File: config.mk
export PLATFORM = sky130hd
export DESIGN_NAME = ifetch_stage
export DESIGN_NICKNAME = d
export VERILOG_FILES = /design/src/rtl/ifetch_stage.sv
export SDC_FILE = /design/constraint.sdc
export NUM_CORES = 1
export LEC_CHECK = 0
export BUFFER_PORTS_ARGS = -buffer_cell sky130_fd_sc_hd__clkbuf_2
export CAP_MARGIN = 20
export CORE_UTILIZATION = 55
export CTS_BUF_LIST = sky130_fd_sc_hd__clkbuf_8
export CTS_CLUSTER_SIZE = 30
export DETAILED_ROUTE_END_ITERATION = 7
export GPL_TIMING_DRIVEN = 0
export PLACE_DENSITY = 0.81
export SYNTH_ARGS = -nofsm -noshare
export SYNTH_HDL_FRONTEND = slang
export SYNTH_SLANG_ARGS = --single-unit
File: constraint.sdc
create_clock -name Clock -period 3.4 [get_ports Clock]
set_clock_uncertainty 0.2 [all_clocks]
set_input_delay 0.34 -clock Clock [delete_from_list [all_inputs] [get_ports Clock]]
set_output_delay 0.34 -clock Clock [all_outputs]
set_load 0.005 [all_outputs]
File: src/rtl/ifetch_stage.sv
// Instruction-fetch stage: owns the PC, fetches over a req/ack handshake and fills IF/ID.
// Define IFETCH_ALIGN_CHECK_EN to trap misaligned PCs and expose IfIdAlignErr.
module ifetch_stage #(
  parameter int unsigned       ADDR_W   = 32,
  parameter int unsigned       DATA_W   = 32,
  parameter logic [ADDR_W-1:0] RESET_PC = '0
) (
  input  logic              Clock,
  input  logic              ResetN,
  input  logic [ADDR_W-1:0] NextPcIn,
  input  logic              RedirectIn,
  input  logic              StallIn,
  input  logic              FlushIn,
  output logic [ADDR_W-1:0] PcPlus4Out,
  output logic              ImemReq,
  output logic [ADDR_W-1:0] ImemAddr,
  input  logic              ImemAck,
  input  logic [DATA_W-1:0] ImemData,
  output logic              IfIdValid,
  output logic [DATA_W-1:0] IfIdInstr,
  output logic [ADDR_W-1:0] IfIdPcPlus4
`ifdef IFETCH_ALIGN_CHECK_EN
  ,
  output logic              IfIdAlignErr
`endif
);

  typedef enum logic [1:0] {StIdle, StFetch, StHold, StDrain} state_e;

  state_e            state_q;
  logic [ADDR_W-1:0] pc_q;
  logic [ADDR_W-1:0] drain_addr_q;
  logic [DATA_W-1:0] buf_q;
  logic              ifid_valid_q;
  logic [DATA_W-1:0] ifid_instr_q;
  logic [ADDR_W-1:0] ifid_pc4_q;

  logic              misalign;
  logic              fetch_ack;
  logic [DATA_W-1:0] fetch_data;
  logic [ADDR_W-1:0] pc_plus4;

`ifdef IFETCH_ALIGN_CHECK_EN
  assign misalign = (state_q == StFetch) && (pc_q[1:0] != 2'b00);
`else
  assign misalign = 1'b0;
`endif

  // A misaligned PC completes internally as if memory had returned a zero word.
  assign fetch_ack  = ImemAck | misalign;
  assign fetch_data = misalign ? '0 : ImemData;
  assign pc_plus4   = pc_q + ADDR_W'(4);

  assign PcPlus4Out  = pc_plus4;
  assign ImemReq     = ((state_q == StFetch) && !misalign) || (state_q == StDrain);
  assign ImemAddr    = (state_q == StDrain) ? drain_addr_q : pc_q;
  assign IfIdValid   = ifid_valid_q;
  assign IfIdInstr   = ifid_instr_q;
  assign IfIdPcPlus4 = ifid_pc4_q;

  always_ff @(posedge Clock or negedge ResetN) begin
    if (!ResetN) begin
      state_q      <= StIdle;
      pc_q         <= RESET_PC;
      drain_addr_q <= '0;
      buf_q        <= '0;
      ifid_valid_q <= 1'b0;
      ifid_instr_q <= '0;
      ifid_pc4_q   <= '0;
    end else begin
      unique case (state_q)
        StIdle: state_q <= StFetch;
        StFetch: begin
          if (RedirectIn) begin
            pc_q         <= NextPcIn;
            ifid_valid_q <= 1'b0;
            // An unacked request cannot be withdrawn; remember it and drain it.
            if (!fetch_ack) begin
              drain_addr_q <= pc_q;
              state_q      <= StDrain;
            end
          end else if (fetch_ack) begin
            if (StallIn) begin
              buf_q   <= fetch_data;
              state_q <= StHold;
            end else begin
              ifid_valid_q <= 1'b1;
              ifid_instr_q <= fetch_data;
              ifid_pc4_q   <= pc_plus4;
              pc_q         <= NextPcIn;
            end
          end else if (!StallIn) begin
            ifid_valid_q <= 1'b0;
          end
        end
        StHold: begin
          if (RedirectIn) begin
            pc_q         <= NextPcIn;
            ifid_valid_q <= 1'b0;
            state_q      <= StFetch;
          end else if (!StallIn) begin
            ifid_valid_q <= 1'b1;
            ifid_instr_q <= buf_q;
            ifid_pc4_q   <= pc_plus4;
            pc_q         <= NextPcIn;
            state_q      <= StFetch;
          end
        end
        StDrain: begin
          if (ImemAck) state_q <= StFetch;
          if (RedirectIn) pc_q <= NextPcIn;
        end
        default: state_q <= StIdle;
      endcase
      if (FlushIn) ifid_valid_q <= 1'b0;
    end
  end

`ifdef IFETCH_ALIGN_CHECK_EN
  logic buf_err_q;
  logic ifid_err_q;

  // Error flag follows the same buffer / IF/ID load events as the instruction word.
  always_ff @(posedge Clock or negedge ResetN) begin
    if (!ResetN) begin
      buf_err_q  <= 1'b0;
      ifid_err_q <= 1'b0;
    end else if ((state_q == StFetch) && !RedirectIn && fetch_ack) begin
      if (StallIn) buf_err_q <= misalign;
      else         ifid_err_q <= misalign;
    end else if ((state_q == StHold) && !RedirectIn && !StallIn) begin
      ifid_err_q <= buf_err_q;
    end
  end

  assign IfIdAlignErr = ifid_err_q;
`endif

endmodule

==> results.json <==
{
  "run_status": "finished clean",
  "report.power.total_mw": 8.657,
  "tightestPinTransition_ps": 807.9,
  "final_cells": 1066,
  "holdWs_ps": 67.65,
  "timing.final.hold_violations": 0,
  "critical_path.max_fanout": 10,
  "hold_crit_path_type": "in2reg",
  "cts.clk_slew.worst_paths_ps": 80,
  "number_of_buffers_added_by_the_clock_tree_synthesis_step": 17,
  "placement.io_buffers": 199,
  "grt_antenna_before_repair": 0,
  "synthesized_netlist_cell_count": 591,
  "wl_per_cell_um": 17.65,
  "gr-usage-met3_pct": 4.971,
  "grt_setup_unrepaired": "false",
  "post-place-cells": 968,
  "clock_tree.buffer_depth": 2,
  "flow.area_growth_from_synthesis_pct": 31.53,
  "p_leak_nw": 4.562,
  "pin_count_of_the_biggest_net_entering_global_routing": 91,
  "cts_max_level": 4,
  "finalCritPeriodShare_pct": 95.55,
  "hpwl_mm": 13.08,
  "floorplan.core_area_mm2": 0.01324,
  "final_cell_area_mm2": 0.009797,
  "met1_usage_pct": 33.98,
  "synth_area_leader_cell": "dfrtp_1",
  "fmaxAchievable_mhz": 307.8,
  "preCtsSetupSlack_ps": 534.9,
  "required_ps": 2860,
  "placedInstanceArea_mm2": 0.008708,
  "cpLargestDelayFamily": "buffers and inverters",
  "insertedDiodeCount": 0,
  "setup_slack_ps": 151.4,
  "startpoint_type": "flip-flop",
  "critical_path_buffer_and_inverter_count": 3,
  "worstPathCellList": "ha_1 -> buf_1 -> clkbuf_1 -> mux2_2 -> clkbuf_2",
  "fp.dieH_um": 118.4,
  "final_layout_size_suffix_gt1_share_pct": 42.81,
  "ys_seq_area_share_pct": 54.76,
  "yosys_warnings": 0,
  "power.density_mw_per_mm2": 883.6,
  "mean_syn_cell_area_um2": 12.60,
  "synth-seq-cells": 163,
  "layout_min_cycle_time_ps": 3249,
  "tritoncts": "built",
  "setup-violations-final": 0,
  "syn_nets": 668,
  "multi_input_comb_area_mm2": 0.003194,
  "final_core_utilization_pct": 73.98,
  "starting_density_of_the_core_pct": 56.25,
  "grt_most_used_layer": "met2",
  "critPathKind": "reg2out",
  "synth.top_cell.area_share_pct": 54.76,
  "report.final.slew_viol_count": 0,
  "vdd_ir_drop_max_v": 0.0004632,
  "design.die.area_mm2": 0.01401,
  "cpPeakStageDelay_ps": 560,
  "fp-row-count": 42,
  "routed_wire_length_mm": 18.81,
  "place.gp.congestion": 0.8040,
  "maxCapViolations": 0,
  "gr-usage-all-layers_pct": 27.86,
  "num-nets-final": 954,
  "filler_cell_count": 912,
  "grt_pass1_vias": 5928,
  "cts.repair_timing.setup_buffer_count": 0,
  "sequential_standard_cell_area_mm2": 0.004079,
  "postRouteAntennaNets": 0,
  "drt_drc_violations_left": 0,
  "syn-cell-area_mm2": 0.007448,
  "grt_overflow": 0,
  "synth.top_cells.by_area": "dfrtp_1 (55%), mux2_2 (20%), mux2i_1 (4.7%)",
  "drt_pass1_iterations": 5,
  "dr.first_iter.drc_count": 262,
  "via_per_inst": 5.407,
  "die_x_um": 118.4,
  "dr_total_vias": 5764,
  "grt_first_pass_wirelength_mm": 29.89,
  "synth_cell_type_count": 36,
  "cts_sinks": 163,
  "critPathCaptureType": "output port",
  "pin_count": 200,
  "final.setup.tns_ps": 0,
  "cts_root_buffer": "clkbuf_8",
  "cp_slowest_cell": "buf_1",
  "worstSkewPairLatency_ps": 460,
  "worst-endpoint-arrival_ps": 2710,
  "use_met2_pct": 48.13,
  "maxSlewHeadroom_pct": 46.14
}
## tightest hold or removal path, stage by stage
cell and delay [ps]:
clkbuf_2 150, nor2_1 60, nor2_1 80, nor3_1 50
## where the power goes
part / total (mW) / switching (mW) / internal (mW)
sequential: 3.51 / 0.649 / 2.86
combinational: 3.63 / 1.74 / 1.88
clock: 1.52 / 0.694 / 0.825
total: 8.66 / 3.09 / 5.57
## cells by family after synthesis
family	count (synthesis)	share of synthesized area, %
mux	180	26.63
flops	163	54.76
simple gates	114	7.912
compound gates	57	3.880
buf+inv	42	2.352
xor+xnor	28	3.293
fa+ha+maj	7	1.176
## what timing repair did
action                                 in CTS  in global routing
gates resized for setup                     0                  0
hold buffers                               66                  0
setup endpoints to repair                   0                  0
endpoints found under the hold margin     165                  0
## synth_stat cells
| cell | count |
|---|---|
| nand4_1 | 6 |
| nand3_1 | 11 |
| nor2b_1 | 1 |
| nor3_2 | 1 |
| nor3b_2 | 1 |
| xor2_1 | 13 |
| nand4b_1 | 1 |
| xnor2_1 | 15 |
| nor2_1 | 10 |
| nand3_4 | 1 |
| nor3_1 | 6 |
| clkbuf_1 | 23 |
| buf_6 | 1 |
| mux2i_1 | 35 |
| mux2_1 | 10 |
| buf_2 | 2 |
| a31oi_1 | 1 |
| ha_1 | 7 |
| or2_2 | 1 |
| nor4_1 | 2 |
| or3b_2 | 1 |
| o21ai_0 | 49 |
| inv_1 | 9 |
| and4_1 | 3 |
| buf_1 | 5 |
| or4_4 | 1 |
| or3_1 | 2 |
| nand2_1 | 58 |
| nand3_2 | 1 |
| a21oi_1 | 5 |
| buf_4 | 2 |
| mux2_2 | 135 |
| nor4_2 | 4 |
| o22ai_1 | 2 |
| and3_1 | 3 |
| dfrtp_1 | 163 |
## flip-flops by register name (all words and copies together), names as in the netlist
signal        cells
IfIdValid         1
IfIdPcPlus4      32
IfIdInstr        32
pc_q             32
buf_q            32
drain_addr_q     32
state_q           2
## cell usage in the layout, fill, tap and decap left out, types with 3 or more instances in the layout
| cell type | instances |
|---|---|
| clkbuf_2 | 198 |
| dfrtp_1 | 163 |
| mux2_2 | 135 |
| dlygate4sd3_1 | 66 |
| nand2_1 | 58 |
| o21ai_0 | 49 |
| mux2i_1 | 35 |
| clkbuf_1 | 23 |
| clkbuf_8 | 20 |
| xnor2_1 | 15 |
| xor2_1 | 13 |
| inv_1 | 12 |
| nand3_1 | 11 |
| nor2_1 | 10 |
| mux2_1 | 10 |
| ha_1 | 7 |
| nor3_1 | 6 |
| nand4_1 | 6 |
| buf_1 | 5 |
| a21oi_1 | 5 |
| nor4_2 | 4 |
| bufinv_16 | 4 |
| clkinv_2 | 4 |
| and3_1 | 3 |
| and4_1 | 3 |
| buf_4 | 3 |
## metal layers
| layer | up-vias | routed length (um) |
|---|---|---|
| li1 | 2648 | - |
| met1 | 2881 | 7761 |
| met3 | 48 | 813 |
| met5 | - | 0 |
| met4 | 0 | 558 |
| met2 | 187 | 9679 |
## final timing paths
path	cells after the start	slack, ps	endpoint	from
min	4	70	IfIdValid$_DFFE_PN0P_	StallIn
min in group asynchronous	2	240	IfIdPcPlus4[24]$_DFFE_PN0P_	ResetN
min reg2reg	2	290	drain_addr_q[23]$_DFFE_PN0P_	drain_addr_q[23]$_DFFE_PN0P_
max reg2reg	8	500	IfIdPcPlus4[17]$_DFFE_PN0P_	state_q[1]$_DFFE_PN0P_
max	5	150	ImemAddr[24]	state_q[0]$_DFFE_PN0P_
max in group asynchronous	3	1910	pc_q[14]$_DFFE_PN0P_	ResetN
## layout make-up
cell class | instances | area share (%)
repair buffers | 267 | 17.36
clock inverters | 13 | 1.699
multi-input cells | 386 | 32.61
clock buffers | 19 | 2.669
well taps | 176 | 2.248
plain buffers | 33 | 1.443
inverters | 9 | 0.3448
flip-flops and latches | 163 | 41.63
Note: power is estimated with default switching activity, not from simulation.
